$ cat src/rtl/reg_file_scoreboard.sv
// reg_file_scoreboard
//   Register-file responder for the decoder. Holds the 32-entry integer
//   register file (x0 hardwired to zero) and a per-register busy scoreboard.
//   It stalls decode on RAW/WAW hazards and issues operands to execute
//   through a registered valid/ready slot. Write-back data bypasses into
//   operand selection and hazard checks in the same cycle.
//
// Ports
//   clk, rst                 clock; synchronous active-high reset
//   dec_valid / dec_ready    decoder request handshake (dec_ready is combinational)
//   rs1_en, rs1, rs2_en, rs2 source operand requests
//   rd_en, rd                destination of the requesting instruction
//   wb_valid, wb_rd, wb_data write-back port
//   flush                    drop the issued slot and clear all busy bits
//   out_valid / out_ready    issued-slot handshake toward execute
//   out_rs1_data, out_rs2_data, out_rd_en, out_rd   issued-slot payload
module reg_file_scoreboard #(
    parameter int XLEN     = 32,
    parameter int REG_AW   = 5,
    parameter int NUM_REGS = 32
) (
    input  logic              clk,
    input  logic              rst,
    input  logic              dec_valid,
    output logic              dec_ready,
    input  logic              rs1_en,
    input  logic [REG_AW-1:0] rs1,
    input  logic              rs2_en,
    input  logic [REG_AW-1:0] rs2,
    input  logic              rd_en,
    input  logic [REG_AW-1:0] rd,
    input  logic              wb_valid,
    input  logic [REG_AW-1:0] wb_rd,
    input  logic [XLEN-1:0]   wb_data,
    input  logic              flush,
    output logic              out_valid,
    input  logic              out_ready,
    output logic [XLEN-1:0]   out_rs1_data,
    output logic [XLEN-1:0]   out_rs2_data,
    output logic              out_rd_en,
    output logic [REG_AW-1:0] out_rd
);

    logic [XLEN-1:0]     regs_q [NUM_REGS];
    logic [NUM_REGS-1:0] busy_q, busy_d;

    logic                out_valid_q, out_valid_d;
    logic [XLEN-1:0]     out_rs1_q, out_rs1_d;
    logic [XLEN-1:0]     out_rs2_q, out_rs2_d;
    logic                out_rd_en_q, out_rd_en_d;
    logic [REG_AW-1:0]   out_rd_q, out_rd_d;

    logic wb_we;
    logic wb_hit_rs1, wb_hit_rs2, wb_hit_rd;
    logic haz_rs1, haz_rs2, haz_rd, hazard;
    logic issue;
    logic [XLEN-1:0] rs1_val, rs2_val;

    // A write-back to x0 is discarded, so it never counts as a hit.
    assign wb_we      = wb_valid && (wb_rd != '0);
    assign wb_hit_rs1 = wb_we && (wb_rd == rs1);
    assign wb_hit_rs2 = wb_we && (wb_rd == rs2);
    assign wb_hit_rd  = wb_we && (wb_rd == rd);

    // A busy register being written back this cycle is no longer a hazard.
    assign haz_rs1 = rs1_en && (rs1 != '0) && busy_q[rs1] && !wb_hit_rs1;
    assign haz_rs2 = rs2_en && (rs2 != '0) && busy_q[rs2] && !wb_hit_rs2;
    assign haz_rd  = rd_en  && (rd  != '0) && busy_q[rd]  && !wb_hit_rd;
    assign hazard  = haz_rs1 || haz_rs2 || haz_rd;

    assign dec_ready = !flush && !hazard && (!out_valid_q || out_ready);
    assign issue     = dec_valid && dec_ready;

    always_comb begin
        rs1_val = '0;
        if (rs1_en && (rs1 != '0))
            rs1_val = wb_hit_rs1 ? wb_data : regs_q[rs1];
        rs2_val = '0;
        if (rs2_en && (rs2 != '0))
            rs2_val = wb_hit_rs2 ? wb_data : regs_q[rs2];
    end

    // Clear from write-back is applied before set from issue so a new
    // producer of the same register keeps it busy; flush overrides both.
    always_comb begin
        busy_d = busy_q;
        if (wb_we)
            busy_d[wb_rd] = 1'b0;
        if (issue && rd_en && (rd != '0))
            busy_d[rd] = 1'b1;
        if (flush)
            busy_d = '0;
    end

    always_comb begin
        out_valid_d = out_valid_q;
        out_rs1_d   = out_rs1_q;
        out_rs2_d   = out_rs2_q;
        out_rd_en_d = out_rd_en_q;
        out_rd_d    = out_rd_q;
        if (flush) begin
            out_valid_d = 1'b0;
        end else if (issue) begin
            out_valid_d = 1'b1;
            out_rs1_d   = rs1_val;
            out_rs2_d   = rs2_val;
            out_rd_en_d = rd_en;
            out_rd_d    = rd;
        end else if (out_ready) begin
            out_valid_d = 1'b0;
        end
    end

    always_ff @(posedge clk) begin
        if (rst) begin
            regs_q      <= '{default: '0};
            busy_q      <= '0;
            out_valid_q <= 1'b0;
            out_rs1_q   <= '0;
            out_rs2_q   <= '0;
            out_rd_en_q <= 1'b0;
            out_rd_q    <= '0;
        end else begin
            if (wb_we)
                regs_q[wb_rd] <= wb_data;
            busy_q      <= busy_d;
            out_valid_q <= out_valid_d;
            out_rs1_q   <= out_rs1_d;
            out_rs2_q   <= out_rs2_d;
            out_rd_en_q <= out_rd_en_d;
            out_rd_q    <= out_rd_d;
        end
    end

    assign out_valid    = out_valid_q;
    assign out_rs1_data = out_rs1_q;
    assign out_rs2_data = out_rs2_q;
    assign out_rd_en    = out_rd_en_q;
    assign out_rd       = out_rd_q;

endmodule

$ cat config.mk
export PLATFORM = sky130hd
export DESIGN_NAME = reg_file_scoreboard
export DESIGN_NICKNAME = d
export VERILOG_FILES = /design/src/rtl/reg_file_scoreboard.sv
export SDC_FILE = /design/constraint.sdc
export NUM_CORES = 2
export LEC_CHECK = 0
export ABC_AREA = 0
export CAP_MARGIN = 0
export CELL_PAD_IN_SITES_DETAIL_PLACEMENT = 1
export CELL_PAD_IN_SITES_GLOBAL_PLACEMENT = 2
export CORE_ASPECT_RATIO = 1.5
export CORE_UTILIZATION = 33
export CTS_CLUSTER_SIZE = 14
export DETAILED_ROUTE_END_ITERATION = 6
export PLACE_DENSITY = 0.81
export SETUP_SLACK_MARGIN = 0.4
export SYNTH_ARGS = -nofsm -noshare
export SYNTH_HDL_FRONTEND = slang
export SYNTH_SLANG_ARGS = --single-unit
$ cat constraint.sdc
create_clock -name clk -period 3.85 [get_ports clk]
set_input_delay 0.5775 -clock clk [delete_from_list [all_inputs] [get_ports clk]]
set_output_delay 0.5775 -clock clk [all_outputs]
set_load 0.05 [all_outputs]
==> metrics.csv <==
stage;metric;value;unit
grt;initial antenna violation count;19;
drt;vias;52190;
drt;Routed Antenna Nets;0;
synthesis;Synth warnings;0;
timing;worst-margin pin slew;1.055;ns
drt;routed length on met1;97880;µm
timing;fmax;0.2955;GHz
synthesis;register area share after synthesis;0.4012;
drt;first-pass detailed-route iteration total;5;
grt;gr ovfl total;0;
setup_path;WS Path Type;primary input to primary output;
timing;Tmin final;3.384;ns
timing;clk_skew;0.05978;ns
synthesis;Synth Instances;6304;
synthesis;number of synthesized flops with an enable pin;0;
floorplanning;Die Ht;507.6;µm
floorplanning;Initial Util;0.3324;
cts;CTS Root Cell;clkbuf_16;
drt;top sig layer;met5;
placed_design;gpl congestion;0.9037;
drt;wire length on met2;128300;µm
synthesis;syn_nets;6365;
drt;final WL;268300;µm
synthesis;synthesized area;56240;µm²
setup_path;CP Launch Type;primary input;
cts;Max Buffers Root-to-Sink;3;
drt;met3 WL;21750;µm
grt;largest net degree at the start of global routing;170;
timing;Pins Over Slew Limit;0;
timing;WHS;0.2952;ns
synthesis;Post-synth top flop;dfxtp_1;
setup_path;required time worst endpoint;3.27;ns
final_layout;Area Overhead vs Synth;15.26;%
power_and_ir_drop;Peak supply drop;372.2;µV
timing;Hold Fails Final Rpt;0;
min_path;Min-Delay Path Class;primary input to flip-flop;
cts;clk sinks;1127;
floorplanning;Top Ports;133;
timing;RSZ-0062 raised after global routing;no;
grt;first-pass GRT wire length;381600;µm
power_and_ir_drop;Tot Pwr;25.98;mW
cts;CTS tree;yes;
floorplanning;Core Region;169200;µm²
cts;clock latency on the worst-skew pair;0.80;ns
floorplanning;row count;185;
power_and_ir_drop;Leakage Power;20.89;nW
timing;Slew HR;0.2947;
placed_design;Port Buf Inserts;132;
setup_path;worst-path fanout max;4;
drt;Via density;6.147;
setup_path;Slowest-stage cell, CP;o41a_1;
synthesis;FF+latch count, synth;1127;
setup_path;critical path cell sequence;clkdlybuf4s15_1, nor3_1, a21o_1, o41a_1, o311ai_2, buf_4, nand2_1, nor2_4, buf_12;
cts;H-tree depth;3;
drt;drt drc;0;
grt;GRT Resource Usage Total;0.3045;
final_layout;post-layout util;0.3831;
drt;detailed-route wire length per cell;31.59;µm
setup_path;Setup crit end kind;primary output;
floorplanning;die area;172100;µm²
timing;final setup fails;0;
cts;Reg clk slew, reported paths;0.06;ns
setup_path;Worst EP arrival;2.81;ns
placed_design;HPWL after detailed placement;160800;µm
outcome;status;finished, final reports clean;
synthesis;Unique masters post-synth;54;
timing;setup TNS;0;ns
grt;number of global-route vias before repair;53120;
cts;TritonCTS buffer count;112;
synthesis;Post-synth ARST share;0;
floorplanning;Die Wd;339.1;µm
final_layout;layout cells sized above 1;0.1854;
timing;final period utilization;0.8790;
run;Max Cap Viol;0;
setup_path;max incr delay on CP;0.48;ns
setup_path;R2R Setup Slk;0.90;ns
final_layout;fin nets;6209;
power_and_ir_drop;Power Density;400.9;nW/µm²
drt;starting DRC count in detailed routing;5301;
synthesis;Syn Area/Cell;8.921;µm²
## synth_stat cells (6+ instances only)
cell,number,area (µm²)
a211o_1,14,122.6
a21boi_0,6,45.04
a21oi_1,1023,5120
a221oi_1,15,131.4
a22o_1,14,122.6
a22oi_1,51,382.9
a32oi_1,14,122.6
and2_0,7,43.79
and2_1,11,68.82
buf_1,44,165.2
buf_2,87,435.4
buf_6,6,67.56
clkbuf_1,531,1993
dfxtp_1,1127,22560
mux2_2,91,1025
mux2i_1,83,830.8
mux4_2,516,11620
nand2_1,2096,7868
nand2b_1,51,319.1
nand3_1,54,270.3
nand3b_1,9,67.56
nor2_1,62,232.7
nor2b_1,75,469.2
nor3_1,7,35.03
nor4_1,34,212.7
o21ai_0,28,140.1
o221ai_1,16,140.1
o22ai_1,134,838.3
o31ai_1,25,187.7
or3b_2,8,70.07
xnor2_1,8,70.07
xor2_1,7,61.31
## cells in the final DEF, fill, tap and decap left out, types with 8 or more instances in the layout
master / n
a211o_1: 14
clkinv_2: 18
a22oi_1: 51
o21ai_0: 28
clkbuf_1: 28
o31ai_1: 25
nand3_1: 53
nand2_2: 31
dfxtp_1: 1127
mux2_2: 91
clkbuf_8: 32
or3b_2: 8
a22o_1: 14
a32oi_1: 14
nand2_1: 2065
nor2_4: 33
clkdlybuf4s50_1: 117
and2_1: 10
a221oi_1: 15
nand3b_1: 9
mux2i_1: 83
buf_4: 202
mux4_2: 516
xnor2_1: 8
nor2_1: 28
a21oi_1: 1023
o22ai_1: 134
nand2b_1: 51
nor2b_1: 72
buf_12: 70
clkbuf_16: 113
nor4_1: 33
o221ai_1: 16
## cell type report
class                      count  area [µm²]
clock inverter                33       417.9
multi-input combinational   4500       31370
sequential                  1127       22560
clock buffer                 173        3373
inverter                       5       18.77
timing repair buffer         402        4249
antenna                        7       17.52
fill                       19200      104400
tap                         2244        2808
## where the power goes
part,internal (mW),switching (mW)
Clock,6.44,5.21
Combinational,0.793,1.71
Sequential,11.8,0.0758
## worst max-delay path: cells and delay by family
kind            cells  cell delay [ns]
buf+inv             3             0.78
simple gates        3             0.40
compound gates      3             1.04
## registers in the layout, indices dropped and copies added, names as in the netlist
| signal | flops |
|---|---|
| out_valid | 1 |
| out_rd | 5 |
| busy_q | 32 |
| out_rs2_data | 32 |
| out_rs1_data | 32 |
| out_rd_en | 1 |
| regs_q | 1024 |
## logic make-up after synthesis
group | synth area share
buffers and inverters | 0.04819
xor gates and xnor gates | 0.002336
and+or+nand+nor | 0.1743
muxes | 0.2411
DFF | 0.4012
AOI/OAI and AO/OA | 0.1329
## repair_timing
item	in CTS	in global routing
pin swaps	0	2
hold buffers	0	0
setup endpoints to repair	1	1
buffers inserted	0	1
gates resized for setup	4	11
cloned	0	0
## metrics by stage
step	std cells	setup WS, ns	cell area [µm²]
after floorplan	6304	0.7108	56240
after global placement	8277	0.08928	60960
after detailed placement	8277	0.01255	60960
after CTS	8483	0.4198	64760
after global routing	8485	0.3754	64800
final	8491	0.4659	64820
## path summary, 6_finish.rpt
path / from / endpoint / cells past startpoint
worst max-delay path: wb_rd[2] / dec_ready / 9
worst min register to register: regs_q[866] / regs_q[866] / 2
worst min-delay path: rst / regs_q[1017] / 2
worst max register to register: busy_q[27] / busy_q[17] / 8
## metal layers
layer  vias to the layer above  GRT usage
met1                     26900     0.3514
met2                      2578     0.5079
met3                       950    0.05667
li1                      21750          -
met5                         -          0
met4                        16     0.2158
Note: power is estimated with default switching activity, not from simulation.
